File: config.mk
export PLATFORM = sky130hd
export DESIGN_NAME = psum_tile_loader
export DESIGN_NICKNAME = d
export VERILOG_FILES = /design/src/rtl/psum_tile_loader.sv
export SDC_FILE = /design/constraint.sdc
export NUM_CORES = 1
export LEC_CHECK = 0
export ABC_AREA = 1
export CAP_MARGIN = 20
export CORE_ASPECT_RATIO = 1.5
export CORE_MARGIN = 10
export CORE_UTILIZATION = 25
export CTS_CLUSTER_SIZE = 40
export DETAILED_ROUTE_END_ITERATION = 10
export GPL_ROUTABILITY_DRIVEN = 1
export HOLD_SLACK_MARGIN = 0.08
export PLACE_DENSITY_LB_ADDON = 0.15
export SETUP_SLACK_MARGIN = 0.15
export SLEW_MARGIN = 30
export SYNTH_ARGS = -nofsm -noshare
export SYNTH_HDL_FRONTEND = slang
export SYNTH_SLANG_ARGS = --single-unit
File: constraint.sdc
create_clock -name clk -period 1.9 [get_ports clk]
set_clock_uncertainty 0.15 [all_clocks]
set_input_delay 0.19 -clock clk [delete_from_list [all_inputs] [get_ports clk]]
set_output_delay 0.19 -clock clk [all_outputs]
set_load 0.1 [all_outputs]
File: src/rtl/psum_tile_loader.sv
// -----------------------------------------------------------------------------
// psum_tile_loader
//
// PSUM preload engine. A start pulse captures base_addr. The block then reads
// tile_depth consecutive psum vectors from PSUM SRAM and streams them, in
// address order, into the psum L0 FIFO that feeds the MAC array in_n.
//
// SRAM reads are launched against a credit budget of SKID = sram_lat + 1
// slots. A slot is held from the cycle a read is issued until its vector
// leaves the skid buffer. The budget therefore covers every read still in the
// SRAM pipe plus every vector waiting in the skid buffer. When fifo_ready drops,
// reads stop once the slots are exhausted, so no vector is ever lost.
//
// Ports
//   clk         clock
//   reset       asynchronous, active-low reset
//   start       pulse: begin a tile load at base_addr (accepted only when idle)
//   base_addr   first SRAM address of the tile, captured when start is accepted
//   abort       pulse: cancel the current load (no effect when idle)
//   busy        high while a load is in progress
//   done        one-cycle pulse after the last vector has been written
//   err_start   sticky: start seen while busy; cleared by the next accepted start
//   sram_cen    SRAM chip enable, active-low
//   sram_wen    SRAM write enable, active-low; always 1 (read only)
//   sram_addr   SRAM read address
//   sram_q      SRAM read data, valid sram_lat cycles after a read is issued
//   fifo_ready  psum L0 can accept a write this cycle
//   fifo_wr     write strobe to psum L0
//   fifo_data   vector to psum L0
// -----------------------------------------------------------------------------
module psum_tile_loader #(
  parameter int psum_bw    = 16,
  parameter int col        = 8,
  parameter int tile_depth = 8,
  parameter int addr_bw    = 11,
  parameter int sram_lat   = 1
) (
  input  logic                   clk,
  input  logic                   reset,
  input  logic                   start,
  input  logic [addr_bw-1:0]     base_addr,
  input  logic                   abort,
  output logic                   busy,
  output logic                   done,
  output logic                   err_start,
  output logic                   sram_cen,
  output logic                   sram_wen,
  output logic [addr_bw-1:0]     sram_addr,
  input  logic [col*psum_bw-1:0] sram_q,
  input  logic                   fifo_ready,
  output logic                   fifo_wr,
  output logic [col*psum_bw-1:0] fifo_data
);

  localparam int VEC_W  = col * psum_bw;
  localparam int SKID   = sram_lat + 1;
  localparam int CNT_W  = $clog2(tile_depth + 1);
  localparam int PTR_W  = $clog2(SKID);
  localparam int SCNT_W = $clog2(SKID + 1);
  localparam int OCC_W  = $clog2(2 * SKID + 1);

  localparam logic [CNT_W-1:0] LAST_IDX  = CNT_W'(tile_depth - 1);
  localparam logic [PTR_W-1:0] LAST_SLOT = PTR_W'(SKID - 1);

  // Load sequencer states.
  localparam logic [1:0] S_IDLE  = 2'd0;  // waiting for start
  localparam logic [1:0] S_LOAD  = 2'd1;  // issuing SRAM reads
  localparam logic [1:0] S_DRAIN = 2'd2;  // all reads issued, writing out the tail
  localparam logic [1:0] S_DONE  = 2'd3;  // one-cycle completion state

  logic [1:0]         state;
  logic [addr_bw-1:0] base_q;
  logic [CNT_W-1:0]   issue_cnt;
  logic [CNT_W-1:0]   wr_cnt;

  // One bit per SRAM pipeline stage. vpipe[sram_lat-1] marks the cycle in
  // which sram_q carries the vector of an earlier read.
  logic [sram_lat-1:0] vpipe;

  // Skid buffer: a circular FIFO that absorbs returning read data while the
  // L0 FIFO is stalled.
  logic [VEC_W-1:0]  skid_mem [SKID];
  logic [PTR_W-1:0]  rd_ptr;
  logic [PTR_W-1:0]  wr_ptr;
  logic [SCNT_W-1:0] skid_count;

  logic             kill;
  logic             accept;
  logic             issue;
  logic             push;
  logic             pop;
  logic [OCC_W-1:0] occupancy;
  logic [OCC_W-1:0] credit_limit;

  function automatic logic [PTR_W-1:0] next_slot(input logic [PTR_W-1:0] p);
    return (p == LAST_SLOT) ? '0 : p + 1'b1;
  endfunction

  // ---------------------------------------------------------------------------
  // Control decode
  // ---------------------------------------------------------------------------
  // When start and abort arrive in the same idle cycle, abort wins and start is
  // dropped.
  assign kill   = abort && (state != S_IDLE);
  assign accept = start && !abort && (state == S_IDLE);

  assign busy = (state != S_IDLE);
  // An abort that lands in the DONE cycle cancels the completion pulse.
  assign done = (state == S_DONE) && !abort;

  assign push = vpipe[sram_lat-1];
  assign pop  = fifo_wr;

  assign fifo_wr   = (skid_count != '0) && fifo_ready && busy;
  assign fifo_data = skid_mem[rd_ptr];

  // Slots in use: reads still inside the SRAM pipe plus vectors held in skid.
  // NOTE: every signal written in an always_comb gets a value before any
  // conditional or loop update. A path that leaves it unassigned would infer
  // a latch.
  always_comb begin
    occupancy = OCC_W'(skid_count);
    for (int i = 0; i < sram_lat; i++) begin
      occupancy = occupancy + OCC_W'(vpipe[i]);
    end
  end

  // A pop in this cycle frees its slot at the same edge the new read claims
  // one. Counting it lets reads issue back to back while fifo_ready is high,
  // and the in-pipe plus skid total still never exceeds SKID.
  assign credit_limit = OCC_W'(SKID) + OCC_W'(pop);
  assign issue        = (state == S_LOAD) && (occupancy < credit_limit);

  assign sram_cen  = !issue;
  assign sram_wen  = 1'b1;
  // Address arithmetic wraps modulo 2^addr_bw.
  assign sram_addr = base_q + addr_bw'(issue_cnt);

  // ---------------------------------------------------------------------------
  // Sequencer, counters and error flag
  // ---------------------------------------------------------------------------
  // NOTE: clocked state uses non-blocking assignments only. Every register then
  // updates from values sampled before the edge, whatever the statement order.
  always_ff @(posedge clk or negedge reset) begin
    if (!reset) begin
      state     <= S_IDLE;
      base_q    <= '0;
      issue_cnt <= '0;
      wr_cnt    <= '0;
      err_start <= 1'b0;
    end else begin
      if (start && (state != S_IDLE)) begin
        err_start <= 1'b1;
      end else if (accept) begin
        err_start <= 1'b0;
      end

      if (kill) begin
        state     <= S_IDLE;
        issue_cnt <= '0;
        wr_cnt    <= '0;
      end else begin
        if (issue) issue_cnt <= issue_cnt + 1'b1;
        if (pop)   wr_cnt    <= wr_cnt + 1'b1;

        case (state)
          S_IDLE: begin
            if (accept) begin
              state     <= S_LOAD;
              base_q    <= base_addr;
              issue_cnt <= '0;
              wr_cnt    <= '0;
            end
          end
          S_LOAD: begin
            if (issue && (issue_cnt == LAST_IDX)) state <= S_DRAIN;
          end
          S_DRAIN: begin
            // The last write always falls in DRAIN. It needs the last read,
            // and that read moves the sequencer out of LOAD.
            if (pop && (wr_cnt == LAST_IDX)) state <= S_DONE;
          end
          default: begin
            state <= S_IDLE;
          end
        endcase
      end
    end
  end

  // ---------------------------------------------------------------------------
  // SRAM return pipe and skid buffer
  // ---------------------------------------------------------------------------
  // NOTE: the skid storage is cleared by reset. It holds only SKID entries,
  // and clearing it makes fifo_data a known zero out of reset.
  always_ff @(posedge clk or negedge reset) begin
    if (!reset) begin
      vpipe      <= '0;
      rd_ptr     <= '0;
      wr_ptr     <= '0;
      skid_count <= '0;
      for (int i = 0; i < SKID; i++) begin
        skid_mem[i] <= '0;
      end
    end else if (kill) begin
      // In-flight reads are forgotten and buffered vectors are dropped.
      vpipe      <= '0;
      rd_ptr     <= '0;
      wr_ptr     <= '0;
      skid_count <= '0;
    end else begin
      vpipe[0] <= issue;
      for (int i = 1; i < sram_lat; i++) begin
        vpipe[i] <= vpipe[i-1];
      end

      if (push) begin
        skid_mem[wr_ptr] <= sram_q;
        wr_ptr           <= next_slot(wr_ptr);
      end
      if (pop) begin
        rd_ptr <= next_slot(rd_ptr);
      end

      if (push && !pop) begin
        skid_count <= skid_count + 1'b1;
      end else if (pop && !push) begin
        skid_count <= skid_count - 1'b1;
      end
    end
  end

endmodule
==> flow_metrics.py <==
metrics = {
    "status": {
        "status": "complete, but fails checks",
        "failed_checks": "setup timing",
    },
    "sta": {
        "fmax_mhz": 383,
        "setup_ws_ns": -0.713,
        "min_period_ns": 2.61,
        "fin_crit_sh_pct": 138,
        "setup_tns_ns": -69.61,
        "finalSetupViolations": 320,
        "rsz0062_at_grt": "yes",
        "slew_viol_final": 0,
        "hold_violations": 0,
    },
    "worst_setup_path": {
        "crit_slowest_cell": "dfrtp_1",
        "worstSetupPathDepth": 8,
        "end_kind": "primary output",
        "ff2ff_path_depth": 13,
        "reg2reg_from": "state[1]",
        "crit_chain": "ha_2 -> fa_2 -> nand3_2 -> nand3_4 -> nand2_2 -> nor3_4 -> xor2_4 -> buf_12",
        "critical_path_arrival_ns": 2.27,
        "rr_endpoint": "skid_mem[166]",
        "path_delay_family": "simple AND/OR/NAND/NOR gates",
        "cp.buffers_inverters": 1,
        "cp_slowest_stage_delay_ns": 0.36,
        "critPathMaxFanout": 3,
        "timing.setup.critical_path_class": "flop to primary output",
        "worstPathRequired_ns": 1.56,
        "r2r_slack_ns": -0.15,
        "cp-start-kind": "flop",
    },
    "floorplan": {
        "start_util_pct": 25.2,
        "coreArea_um2": 50500,
        "fp.dieH_um": 296,
        "die_w_um": 204,
        "fp.dieArea_um2": 60500,
        "fp-row-count": 101,
        "io_pins": 289,
    },
    "synth": {
        "synth_top_area_share_pct": 55.7,
        "synth_warnings": 0,
        "synth.ff_latch_count": 283,
        "yosys-top-cells-area": "dfrtp_1 56%, nand2_1 21%, o21ai_0 6.5%",
        "yosysMostFrequentCell": "nand2_1",
        "post_synth_inst_count": 1574,
        "ys_top_cells_by_count": "697 x nand2_1, 283 x dfrtp_1, 166 x o21ai_0, 154 x inv_1, 102 x o21ai_1",
        "synth_ff_type": "dfrtp_1",
        "synth_edf_count": 0,
        "synth-async-reset-ratio_pct": 100,
        "ys_types": 28,
        "syn_area_um2": 12700,
        "synth.avg_cell_area_um2": 8.08,
        "yosysSeqAreaShare_pct": 55.7,
        "syn_nets": 1731,
        "synth_area_leader_cell": "dfrtp_1",
    },
    "clock_network": {
        "cts_sinks": 283,
        "cts_buffers": 30,
        "clk_pin_slew_ns": 0.07,
        "root_buffer": "clkbuf_16",
        "cts_buffer_depth": 3,
        "clkLatencyLatePin_ns": 0.57,
        "ctsHtreeMaxLevel": 1,
        "cts_tree": "built",
    },
    "min_path": {
        "hold_depth": 3,
        "hold_class": "primary input to flop",
        "min_to": "skid_mem[56]",
        "hold_start": "sram_q[56]",
    },
    "drt": {
        "drt_iter0_drc": 440,
        "wl_per_cell_um": 20.0,
        "drc_errors": 0,
        "routed_wl_um": 57700,
        "vias": 13059,
        "vias_per_cell": 4.53,
        "drtAntennaViolNets": 0,
        "dr.pass1.iters": 4,
    },
    "placement": {
        "hpwl_um": 28500,
        "io_buffer_count": 287,
        "dpl_cell_area_um2": 19400,
        "gp_congestion": 0.762,
    },
    "finish": {
        "fill_cells": 4156,
        "layout.nets": 2351,
        "fin_util_pct": 57.2,
        "n_antenna_cell": 0,
        "post-route-cell-area_um2": 28900,
        "drive_gt1_share_pct": 54.4,
        "syn_to_final_growth_pct": 128,
    },
    "global_routing": {
        "antenna_found_initial": 0,
        "grt_pass1_vias": 13499,
        "grt_pass1_wl_um": 80600,
        "grt_overflow": 0,
        "grt_max_degree": 60,
        "grt.total_usage_pct": 17.0,
    },
    "run": {
        "cap_violations": 0,
    },
}
-- kinds of logic after synthesis --
kind of cell               synth area share [%]
AOI/OAI and AO/OA                          11.0
xor gates and xnor gates                  0.758
adders and majority gates                  1.34
buffers and inverters                      8.72
DFF                                        55.7
other                                    0.0295
and+or+nand+nor                            22.5
-- metal layers --
metal | part of all wire (%) | up-vias | global-route usage (%)
met5 | 0 | - | 0
met1 | 38 | 6536 | 19.6
met2 | 55 | 277 | 31.4
li1 | - | 6165 | -
met4 | 2.5 | 0 | 4.24
met3 | 4.6 | 81 | 3.31
-- registers in the layout, summed over array words and instances, names as in the netlist --
| register | flops |
|---|---|
| base_q | 11 |
| rd_ptr | 1 |
| push | 1 |
| issue_cnt | 4 |
| err_start | 1 |
| wr_cnt | 4 |
| skid_count | 2 |
| skid_mem | 256 |
| state | 2 |
| wr_ptr | 1 |
-- final cells by class --
class / instances / area (µm²) / share of cell area, %
Timing Repair Buffer: 674 / 10400 / 36.1
Multi-Input combinational cell: 1047 / 8980 / 31.0
Sequential cell: 283 / 7090 / 24.5
Clock buffer: 49 / 913 / 3.16
Tap cell: 669 / 837 / 2.89
Inverter: 157 / 619 / 2.14
Timing Repair inverter: 1 / 30.0 / 0.104
Clock inverter: 4 / 25.0 / 0.0865
-- worst max path at each step --
stage | start | slack [ns] | to
finish | issue_cnt[0] | -0.71 | sram_addr[8]
global route | base_q[2] | -0.84 | sram_addr[5]
CTS | base_q[0] | -0.76 | sram_addr[10]
detailed placement | issue_cnt[3] | -0.14 | sram_addr[8]
global placement | base_q[2] | -0.13 | sram_addr[5]
floorplan | issue_cnt[3] | -0.37 | sram_addr[8]
-- worst reg2reg max path: stages (launching register included) --
cell	delay, ns
dfrtp_1	0.39
inv_2	0.09
ha_4	0.16
buf_6	0.13
nor2_4	0.04
inv_4	0.07
buf_6	0.10
nand3b_4	0.12
buf_12	0.17
buf_8	0.14
buf_12	0.13
buf_16	0.15
nand2_4	0.06
o21ai_2	0.05
-- layout by cell type (no fill, tap or decap), types with 34 or more instances in the layout --
cell type / synthesis / final
buf_6: 10 / 34
buf_16: 0 / 69
clkdlybuf4s50_1: 0 / 142
nand2_4: 0 / 418
buf_12: 0 / 200
o21ai_2: 0 / 149
dfrtp_1: 283 / 282
inv_1: 154 / 148
nand2_2: 0 / 147
o21ai_1: 102 / 102
clkbuf_16: 0 / 60
buf_4: 22 / 44
dlygate4sd3_1: 0 / 134
nand2_1: 697 / 130
-- through the flow --
step | setup slack, ns | cells | hold slack [ns]
6_report | -0.713 | 2884 | 0.109
3_5_place_dp | -0.137 | 2510 | -0.0606
4_1_cts | -0.757 | 2827 | 0.0815
2_1_floorplan | -0.374 | 1574 | -0.256
5_1_grt | -0.837 | 2884 | 0.113
3_3_place_gp | -0.134 | 2510 | -0.0704
-- repair_timing --
action / CTS / global route
buffers inserted: 68 / 16
pin swaps: 76 / 24
setup endpoints to repair: 312 / 420
hold buffers: 135 / 0
resized for setup: 579 / 664
endpoints found under the hold margin: 528 / 0
gates cloned: 61 / 42
Power is left out: the tool's default activity adds up to more than one toggle a clock period on the data nets, which glitch-free logic cannot reach.
